### src/rtl/alu_rr_scheduler.sv
// ---------------------------------------------------------------------------
// alu_rr_scheduler
//   Shares one combinational 8-bit ALU between NUM_REQ requesters. A
//   round-robin arbiter picks one valid request while idle, registers its
//   operands into the ALU, captures the ALU result one cycle later and holds
//   it as a tagged response until the consumer accepts it.
//
// Ports
//   clk, rst_n                  clock (rising edge), async active-low reset
//   req_valid / req_ready       per-requester handshake (ready is one-hot or 0)
//   req_ctrl / req_x / req_y    flattened payloads, requester i in slice i
//   alu_ctrl / alu_x / alu_y    registered operands driven to the ALU
//   alu_carry / alu_out         combinational ALU result
//   resp_valid / resp_ready     response handshake
//   resp_id                     index of the requester that issued the result
//   resp_out / resp_carry       captured ALU result
//   busy                        high while an operation is in flight
// ---------------------------------------------------------------------------
module alu_rr_scheduler #(
   parameter int unsigned NUM_REQ = 4,
   parameter int unsigned ID_W    = 2
) (
   input  logic                 clk,
   input  logic                 rst_n,
   input  logic [NUM_REQ-1:0]   req_valid,
   output logic [NUM_REQ-1:0]   req_ready,
   input  logic [4*NUM_REQ-1:0] req_ctrl,
   input  logic [8*NUM_REQ-1:0] req_x,
   input  logic [8*NUM_REQ-1:0] req_y,
   output logic [3:0]           alu_ctrl,
   output logic [7:0]           alu_x,
   output logic [7:0]           alu_y,
   input  logic                 alu_carry,
   input  logic [7:0]           alu_out,
   output logic                 resp_valid,
   input  logic                 resp_ready,
   output logic [ID_W-1:0]      resp_id,
   output logic [7:0]           resp_out,
   output logic                 resp_carry,
   output logic                 busy
);

   localparam int unsigned CTRL_W = 4;
   localparam int unsigned DATA_W = 8;

   typedef enum logic [1:0] {
      IDLE = 2'd0,
      EXEC = 2'd1,
      RESP = 2'd2
   } state_t;

   state_t             state;
   state_t             state_nxt;

   logic [ID_W-1:0]    rr_ptr;
   logic [ID_W-1:0]    ptr_nxt;
   logic [ID_W-1:0]    grant_id;
   logic               grant_found;
   int unsigned        cand;

   logic               take;
   logic               capture;
   logic               resp_done;

   logic [CTRL_W-1:0]  ctrl_arr [NUM_REQ];
   logic [DATA_W-1:0]  x_arr    [NUM_REQ];
   logic [DATA_W-1:0]  y_arr    [NUM_REQ];

   // Unpack the flattened request buses into per-requester arrays
   for (genvar i = 0; i < NUM_REQ; i++) begin : g_unpack
      assign ctrl_arr[i] = req_ctrl[CTRL_W*i +: CTRL_W];
      assign x_arr[i]    = req_x[DATA_W*i +: DATA_W];
      assign y_arr[i]    = req_y[DATA_W*i +: DATA_W];
   end

   // Round-robin search: first valid requester starting at rr_ptr, wrapping
   always_comb begin : arbiter
      grant_found = 1'b0;
      grant_id    = '0;
      cand        = 0;
      for (int unsigned k = 0; k < NUM_REQ; k++) begin
         cand = 32'(rr_ptr) + k;
         if (cand >= NUM_REQ) begin
            cand = cand - NUM_REQ;
         end
         if (!grant_found && req_valid[ID_W'(cand)]) begin
            grant_found = 1'b1;
            grant_id    = ID_W'(cand);
         end
      end
   end

   // Pointer moves to the slot just after the winner
   always_comb begin : ptr_calc
      ptr_nxt = grant_id + ID_W'(1);
      if (32'(grant_id) == NUM_REQ - 1) begin
         ptr_nxt = '0;
      end
   end

   // FSM state register
   always_ff @(posedge clk or negedge rst_n) begin : fsm_reg
      if (!rst_n) begin
         state <= IDLE;
      end else begin
         state <= state_nxt;
      end
   end

   // FSM next state and control strobes; req_ready only ever rises in IDLE
   always_comb begin : fsm_next
      state_nxt = state;
      req_ready = '0;
      take      = 1'b0;
      capture   = 1'b0;
      resp_done = 1'b0;
      case (state)
         IDLE: begin
            if (grant_found) begin
               req_ready[grant_id] = 1'b1;
               take                = 1'b1;
               state_nxt           = EXEC;
            end
         end
         EXEC: begin
            capture   = 1'b1;
            state_nxt = RESP;
         end
         RESP: begin
            if (resp_ready) begin
               resp_done = 1'b1;
               state_nxt = IDLE;
            end
         end
         default: begin
            state_nxt = IDLE;
         end
      endcase
   end

   // Round-robin pointer
   always_ff @(posedge clk or negedge rst_n) begin : ptr_reg
      if (!rst_n) begin
         rr_ptr <= '0;
      end else if (take) begin
         rr_ptr <= ptr_nxt;
      end
   end

   // ALU operand registers; hold between operations
   always_ff @(posedge clk or negedge rst_n) begin : alu_reg
      if (!rst_n) begin
         alu_ctrl <= '0;
         alu_x    <= '0;
         alu_y    <= '0;
      end else if (take) begin
         alu_ctrl <= ctrl_arr[grant_id];
         alu_x    <= x_arr[grant_id];
         alu_y    <= y_arr[grant_id];
      end
   end

   // Response tag, data and valid
   always_ff @(posedge clk or negedge rst_n) begin : resp_reg
      if (!rst_n) begin
         resp_id    <= '0;
         resp_out   <= '0;
         resp_carry <= 1'b0;
         resp_valid <= 1'b0;
      end else begin
         if (take) begin
            resp_id <= grant_id;
         end
         if (capture) begin
            resp_out   <= alu_out;
            resp_carry <= alu_carry;
            resp_valid <= 1'b1;
         end else if (resp_done) begin
            resp_valid <= 1'b0;
         end
      end
   end

   assign busy = (state != IDLE);

endmodule

### config.mk
export PLATFORM = sky130hd
export DESIGN_NAME = alu_rr_scheduler
export DESIGN_NICKNAME = d
export VERILOG_FILES = /design/src/rtl/alu_rr_scheduler.sv
export SDC_FILE = /design/constraint.sdc
export NUM_CORES = 1
export LEC_CHECK = 0
export CORE_ASPECT_RATIO = 1.75
export CORE_MARGIN = 4
export CORE_UTILIZATION = 30
export CTS_BUF_LIST = sky130_fd_sc_hd__clkbuf_8 sky130_fd_sc_hd__clkbuf_16
export DETAILED_ROUTE_END_ITERATION = 10
export HOLD_SLACK_MARGIN = 0.08
export PLACE_DENSITY = 0.68
export REMOVE_ABC_BUFFERS = 1
export SKIP_LAST_GASP = 1
export SLEW_MARGIN = 30
export SYNTH_ARGS = -nofsm -noshare
export SYNTH_HDL_FRONTEND = slang
export SYNTH_SLANG_ARGS = --single-unit
### constraint.sdc
create_clock -name clk -period 2.44 [get_ports clk]
set_input_delay 0.488 -clock clk [delete_from_list [all_inputs] [get_ports clk]]
set_output_delay 0.488 -clock clk [all_outputs]
set_load 0.1 [all_outputs]
==> flow_results.org, run 1 <==
** Status
- The run finished with clean final reports.

** Timing
- Timing-limited maximum frequency :: between 400 and 500 MHz
- Worst slew margin relative to its limit :: 46.2%
- Period Utilization, post-route :: 97.1%
- The worst path needs 2370 ps of the cycle, external delays included.
- Final Hold Fails :: 0
- The final-report max-slew violation count is 0.
- The clock arrives with 3.68 ps of skew.
- Worst Max-Slew Pin Slew :: 807 ps
- Final setup violating endpoints :: 0
- Final total negative setup slack :: 0 ps
- RSZ-0062 raised after global routing :: yes

** Worst setup path
- Reg2reg setup slack :: slightly above 500 ps
- On the critical path, the stage with the largest delay is an instance of dfrtp_1.
- Buffering stage count on the worst path with inverters included :: 2
- STA classifies the critical path endpoint as an output port.
- For this run, the slowest stage of the critical path takes 400 ps.
- R2r endpoint :: alu_y[4]$_DFFE_PN0P_
- In this run the critical register-to-register path is launched from rr_ptr[0]$_DFFE_PN0P_.
- At the worst endpoint, the required time is 1950 ps.
- Among cell families on the critical path, the largest total delay comes from simple AND/OR/NAND/NOR gates.
- The critical path crosses 6 cells after its start point.
- The most critical setup path has its endpoint at req_ready[0].
- Largest driver fanout on the critical path :: 5
- Critical path startpoint category :: register
- For the worst flop-to-flop path, the logic depth is 7.
- Arr. time, crit path :: 1880 ps
- Counting stages on the worst path, the most repeated cell is or2_1.
- Start point of the critical path :: state[0]$_DFFE_PN0P_
- The critical path is of the reg2out type.
- Series of cell instances along the critical path :: or2_1 > or2_1 > clkinv_8 > o21ai_1 > nor2_1 > buf_12

** Floorplanning
- Pin placement for this block handled around 130 I/O pins.
- After floorplanning, the core was sized to cover ~0.0069 mm2.
- For this configuration, the core starts out at a cell density of 31.0%.
- Measured along the y axis, the die boundary spans approximately 120 um.
- The die is 71.8 um wide.
- Number of rows in the core area :: 40
- DIE AREA :: roughly 0.0086 mm2

** Drt
- The routed design has 6.72 mm of wire.
- Via density per instance :: 4.82
- In the final routed layout, each cell accounts on average for 16.5 um.
- In the routed design, unresolved DRC markers number 0.
- Before antenna repair, the detailed router went through 4 iterations.
- Count of antenna-violating nets left after detailed routing :: 0
- The detailed router placed 1966 vias in this run.
- Iteration-0 DRC Markers :: 33

** Logic synthesis
- For this run, the leading register cell type out of synthesis is dfrtp_1.
- Simple-gate share of the synthesized area :: 10.1%
- The synthesized netlist devotes 17.4% of its cell area to compound gates.
- Share of flip-flops with an asynchronous set or reset :: 100%
- Number of warning messages in the yosys log :: 0
- Post-Syn Area :: 0.00214 mm2
- Yosys mapped a number of flops with a built-in enable equal to 0.
- Most used standard cell by instance count after synthesis :: mux2i_1
- Share of Yosys cell area claimed by the top area cell type :: 42.1%
- Register bit count reported by yosys :: 36
- Counting distinct cell types in the post-synthesis netlist gives 29.
- After Yosys synthesis, full adders, half adders and majority gates account for less than 1% of the synthesized area.
- The largest total area in the synthesized netlist belongs to dfrtp_1.
- Dominant combinational cell family by area after synthesis :: multiplexers
- Seq/Total Area, Yosys :: 42.1%
- Average footprint of a synthesized cell :: 11.9 um2
- Post-synthesis share of cell area spent on xor and xnor gates :: 0%
- In the synthesized netlist, the number of instances is 180.
- Ranked by total cell area, the synthesized netlist is headed by dfrtp_1, mux2i_1, o221ai_2, mux2_2, nand2_1.
- Post-synth top cells :: mux2i_1, dfrtp_1, nand2_1, o221ai_2, mux2_2
- In the synthesized netlist, mux cells make up between 20% and 30% of the area.

** Cells and area
- For this run, the post-layout net count is 420.
- The repair_antennas step left the layout with diodes totalling 0.
- Post-route cell area :: between 0.003 and 0.004 mm2
- The area growth from synthesis to layout is 76.8%.
- Number of inserted filler cells in the final layout :: 632
- The post-route netlist has 32.7% of its cells at a drive strength greater than 1.

** Global route
- Entering global routing, the biggest net connects 37 pins.
- Initial antenna violation count :: 0
- Routing usage on met2 :: 31.7%
- Combined global-route utilization of all metal layers :: 15.9%
- Total congestion overflow after global routing :: 0
- GR Layer Usage met1 :: 15.4%
- Via count of the first global-routing pass :: 2165
- Most crowded layer after global routing :: met2
- Global routing used 2.85% of the available met3 tracks.
- The first global-routing pass estimated between 10 and 15 mm of wire.

** Placement
- GPL Wtd Cong :: ~0.76
- Port buffer count :: 132
- Summed over all nets, the half-perimeter wirelength after detailed placement is ~5.4 mm.
- Instance area after placement :: around 0.0036 mm2

** Clock network
- TritonCTS clock tree :: built
- Clock-pin slew reported for the worst setup and hold paths after clock tree synthesis :: 50 ps
- Clock Sink Count :: 36
- CTS built an H-tree with a depth of 2.
- Clock latency on the worst-skew pair, taken at its later pin, is 270 ps.
- Root cell of the clock tree :: clkbuf_16
- Cts-stage hold buffer count :: 0
- The longest clock path from root to sink contains 2 buffers.
- Buffers inserted during clock tree synthesis total 5.

** Flow run
- The tool flagged a number of max-cap violations equal to 0.

** Hold path
- The min-delay analysis places its worst path in the category in2async.
-- stage by stage --
| step | setup WS, ps | cells | hold slack (ps) | utilization, % |
|---|---|---|---|---|
| finish | 71.2 | 408 | 301 | 54.8 |
| detailed placement | -195 | 399 | 476 | 52.2 |
| global route | -41.7 | 408 | 383 | 54.8 |
| floorplan | -3840 | 166 | 192 | - |
| global placement | -153 | 399 | 462 | 52.2 |
| CTS | 1.78 | 408 | 341 | 54.8 |
-- worst reg2reg max path: stages (launching register included) --
cell      delay (ps)
dfrtp_1          450
nor2b_1          240
o21ai_2          110
o221ai_4         100
buf_4            320
buf_12           180
mux2i_1          270
o221ai_2         140
-- metal layers --
metal	share of wire, %	vias up
met5	0	-
met4	1.6	0
met3	5.0	6
met2	59	63
met1	34	951
li1	-	946
-- state kept, by name (all words and copies together) (netlist names) --
| register | flops |
|---|---|
| resp_carry | 1 |
| resp_valid | 1 |
| alu_x | 8 |
| alu_y | 8 |
| state | 2 |
| resp_out | 8 |
| rr_ptr | 2 |
| alu_ctrl | 4 |
| resp_id | 2 |
-- layout by cell type (no fill, tap or decap), types with 2 or more instances in the layout --
master	synthesis	layout
inv_2	2	2
nor2_1	4	3
buf_4	7	47
clkbuf_16	0	5
or2_1	2	2
o21ai_1	3	2
nor2b_1	5	3
o221ai_2	20	20
mux2i_1	40	40
clkinv_2	0	2
buf_12	0	8
clkdlybuf4s50_1	0	90
mux2_2	9	9
nand2_1	27	27
nor3b_1	2	2
nor2b_4	0	2
dfrtp_1	36	36
dlygate4sd2_1	0	4
a21oi_1	2	2
-- cell type report --
cell class / instances / area [um2] / area share, %
Multi-Input combinational cell: 126 / 1150 / 30.3
Tap cell: 84 / 105 / 2.78
Clock buffer: 6 / 139 / 3.67
Clock inverter: 2 / 10.0 / 0.265
Inverter: 4 / 27.5 / 0.728
Timing Repair Buffer: 150 / 1450 / 38.4
Sequential cell: 36 / 901 / 23.8
-- cell families (layout without fill, tap and decap cells) --
group           after synthesis  in the layout
fa+ha+maj                     1              1
mux                          49             49
flops                        36             36
simple gates                 46             46
buf+inv                      18            162
compound gates               30             30
-- worst min-delay path by stage --
stage,to,from,cells past startpoint
finish,resp_out[2]$_DFFE_PN0P_,rst_n,1
global route,resp_out[2]$_DFFE_PN0P_,rst_n,1
CTS,resp_out[2]$_DFFE_PN0P_,rst_n,1
detailed placement,resp_id[1]$_DFFE_PN0P_,resp_id[1]$_DFFE_PN0P_,2
global placement,resp_id[1]$_DFFE_PN0P_,resp_id[1]$_DFFE_PN0P_,2
floorplan,alu_ctrl[0]$_DFFE_PN0P_,rst_n,0
-- what timing repair did --
item | in CTS | in global routing
endpoints found under the hold margin | 0 | 0
resized for setup | 11 | 0
endpoints found under the setup margin | 4 | 4
pin swaps | 3 | 1
setup buffers | 1 | 0
Power of run 1 is left out: the tool's default activity adds up to more than one toggle a clock period on the data nets, which glitch-free logic cannot reach.
==> run 2, diff against run 1 <==
--- a/config.mk
+++ b/config.mk
@@ -9,9 +9,9 @@
 export CORE_MARGIN = 4
 export CORE_UTILIZATION = 30
 export CTS_BUF_LIST = sky130_fd_sc_hd__clkbuf_8 sky130_fd_sc_hd__clkbuf_16
+export CTS_CLUSTER_DIAMETER = 60
 export DETAILED_ROUTE_END_ITERATION = 10
-export HOLD_SLACK_MARGIN = 0.08
-export PLACE_DENSITY = 0.68
+export DONT_BUFFER_PORTS = 1
 export REMOVE_ABC_BUFFERS = 1
 export SKIP_LAST_GASP = 1
 export SLEW_MARGIN = 30
==> run 2 against run 1 <==
Global-route usage fell by 3.8 points; clock skew rose by 0.66 ps; register-to-register slack improved by 40 ps; critical path depth did not move.
==> flow_results.org, run 2 (synthesized netlist as in run 1, its figures left out) <==
** Timing
- The headroom to the max-slew limit came to 38.6% (was 46.2%).
- The final-report setup violation count was 0 (unchanged).
- RSZ-0062 raised after global routing :: no (was yes)
- Timing-limited maximum frequency :: 431 MHz (was 422 MHz)
- The slew at the pin closest to its max-slew limit is 921 ps (was 807 ps).
- Final count of pins violating max slew :: 0 (unchanged)
- Tmin final :: 2320 ps (was 2370 ps)
- The worst clock skew on the final layout is 4.34 ps (was 3.68 ps).
- The period utilization is 95.0% (was 97.1%).
- Final Hold Fails :: 0 (unchanged)

** Drt
- Post-route DRC :: 0 (unchanged)
- The number of violations reported at the end of detailed-routing iteration 0 was 44 (was 33).
- The via density per instance is 5.18 (was 4.82).
- The number of nets with antenna violations after detailed routing is 0 (unchanged).
- Via count :: 1513 (was 1966)
- The total wirelength of the detailed-routed design is 5.25 mm (was 6.72 mm).
- Total iterations of the first detailed-routing run :: 4 (unchanged)
- The wire length per cell after detailed routing is 18.0 um (was 16.5 um).

** Clock network
- TritonCTS Buffers :: 5 (unchanged)
- The cell at the root of the clock tree is clkbuf_16 (unchanged).
- The number of H-tree levels is 2 (unchanged).
- Number of setup buffers added after CTS :: 0 (was 1)
- The deepest clock path buffer count is 2 (unchanged).
- Clock-pin slew reported for the worst setup and hold paths after clock tree synthesis :: 60 ps (was 50 ps)
- Clock Sink Count :: 36 (unchanged)
- The count of hold buffers inserted by post-cts repair came to 1 (was 0).
- TritonCTS clock tree :: built (unchanged)
- Clk_lat worst skew :: 280 ps (was 270 ps)
- The number of instances resized during post-cts repair is 0 (was 11).

** Worst setup path
- Critical path's largest stage delay :: 480 ps (was 400 ps)
- CP endpoint kind :: output port (unchanged)
- The worst endpoint data arrival time was 1830 ps (was 1880 ps).
- Start point of the critical path :: rr_ptr[1]$_DFFE_PN0P_ (was state[0]$_DFFE_PN0P_)
- The master of the slowest instance on the critical path was dfrtp_1 (unchanged).
- Series of cell instances along the critical path: a21boi_1 > o32ai_2 > inv_2 > ha_1 > and2_1 > buf_12 (was or2_1 > or2_1 > clkinv_8 > o21ai_1 > nor2_1 > buf_12).
- Required time of the critical path :: 1950 ps (about the same)
- Worst r2r src :: rr_ptr[0]$_DFFE_PN0P_ (unchanged)
- The largest driver fanout on the critical path is 6 (was 5).
- Logic depth of the worst register-to-register path :: 6 (was 7)
- The endpoint of the worst-slack reg-to-reg timing path is alu_x[1]$_DFFE_PN0P_ (was alu_y[4]$_DFFE_PN0P_).
- Kind of critical path :: reg2out (unchanged)
- Reg2reg setup slack :: 550 ps (was 510 ps)
- Critical path startpoint category :: register (unchanged)

** Flow run
- The total of max-cap violations was 0 (unchanged).

** Floorplanning
- Area of the core region :: 0.00691 mm2 (unchanged)
- The number of placement rows is 40 (unchanged).
- Number of ports placed on the die boundary :: 133 (unchanged)
- Initial core utilization :: 31.0% (unchanged)
- The height of the chip came to 120 um (unchanged).
- DIE AREA :: 0.00860 mm2 (unchanged)
- Die W :: 71.8 um (unchanged)

** Global route
- Combined global-route utilization of all metal layers :: 12.0% (was 15.9%)
- Total congestion overflow after global routing :: 0 (unchanged)
- Largest net degree at the start of global routing :: 37 (unchanged)
- Most crowded layer after global routing :: met2 (unchanged)
- The met2 track demand over resource is 22.5% (was 31.7%).
- Via count of the first global-routing pass :: 1614 (was 2165)
- Initial antenna violation count :: 0 (unchanged)
- Wire length of the first global-routing pass :: 8.02 mm (was 10.6 mm)
- GR Layer Usage met1 :: 12.2% (was 15.4%)
- The global routing usage on met3 is 2.68% (was 2.85%).

** Cells and area
- Largest registers :: alu_x (8), alu_y (8), resp_out (8) (unchanged)
- The total number of nets in the final design was 304 (was 420).
- Top library cells by usage in the layout, fill and taps aside :: mux2i_1, dfrtp_1, buf_4, nand2_1, o221ai_2 (was clkdlybuf4s50_1, buf_4, mux2i_1, dfrtp_1, nand2_1)
- The most frequent standard cell in the layout excluding fill and tap cells is mux2i_1 (was clkdlybuf4s50_1).
- Share of layout cells above drive strength 1 :: 38.9% (was 32.7%)
- The final core area utilization was 38.6% (was 54.8%).
- The count of inserted antenna diode cells was 0 (unchanged).
- Area added between synthesis and finish :: 24.4% (was 76.8%)

** Placement
- Port buffer count :: 0 (was 132)
- Detailed placer's ending HPWL :: 4.04 mm (was 5.45 mm)
- GPL Wtd Cong :: 0.736 (was 0.756)

** Status
- Status: finished, final reports clean (unchanged).

** Hold path
- The path type of the worst min-delay path was in2async (unchanged).
-- run 2: worst max path at each step --
stage	to	slack (ps)	depth (start not counted)
after detailed placement	req_ready[3]	250	7
after global routing	req_ready[3]	30	6
after floorplan	req_ready[1]	-3840	4
after global placement	req_ready[3]	310	7
final	req_ready[3]	120	6
after CTS	req_ready[3]	90	6
-- run 2: worst max-delay path: cells and delay by family (launching register included) --
| kind | cells | cell delay, ps |
|---|---|---|
| adders and majority gates | 1 | 190 |
| AOI/OAI and AO/OA | 2 | 420 |
| buffers and inverters | 2 | 300 |
| and+or+nand+nor | 1 | 160 |
| DFF | 1 | 480 |
-- run 2: metal layers --
layer	vias to the layer above	routed length, um	share of wire (%)
met5	-	0	0
met4	0	112	2.1
met3	5	359	6.8
met2	70	2930	56
met1	724	1840	35
li1	714	-	-
-- run 2: final cells by class --
| class | instances | area, um2 |
|---|---|---|
| clock inverter | 3 | 38.8 |
| multi-input combinational | 126 | 1130 |
| tap | 84 | 105 |
| fill | 663 | 4240 |
| timing repair buffer | 34 | 335 |
| inverter | 4 | 27.5 |
| clock buffer | 5 | 125 |
| sequential | 36 | 901 |
-- run 2: metrics by stage --
stage | TNS, ps | worst slack (ps) | std cells | hold slack (ps) | area (um2)
2_1_floorplan | -56210 | -3840 | 166 | 192 | 2030
3_3_place_gp | 0 | 310 | 283 | 193 | 2480
3_5_place_dp | 0 | 252 | 283 | 193 | 2480
4_1_cts | 0 | 89.9 | 292 | 45.2 | 2660
5_1_grt | 0 | 25.2 | 292 | 50.8 | 2660
6_report | 0 | 121 | 292 | 47.1 | 2660
Power of run 2 is left out for the same reason.
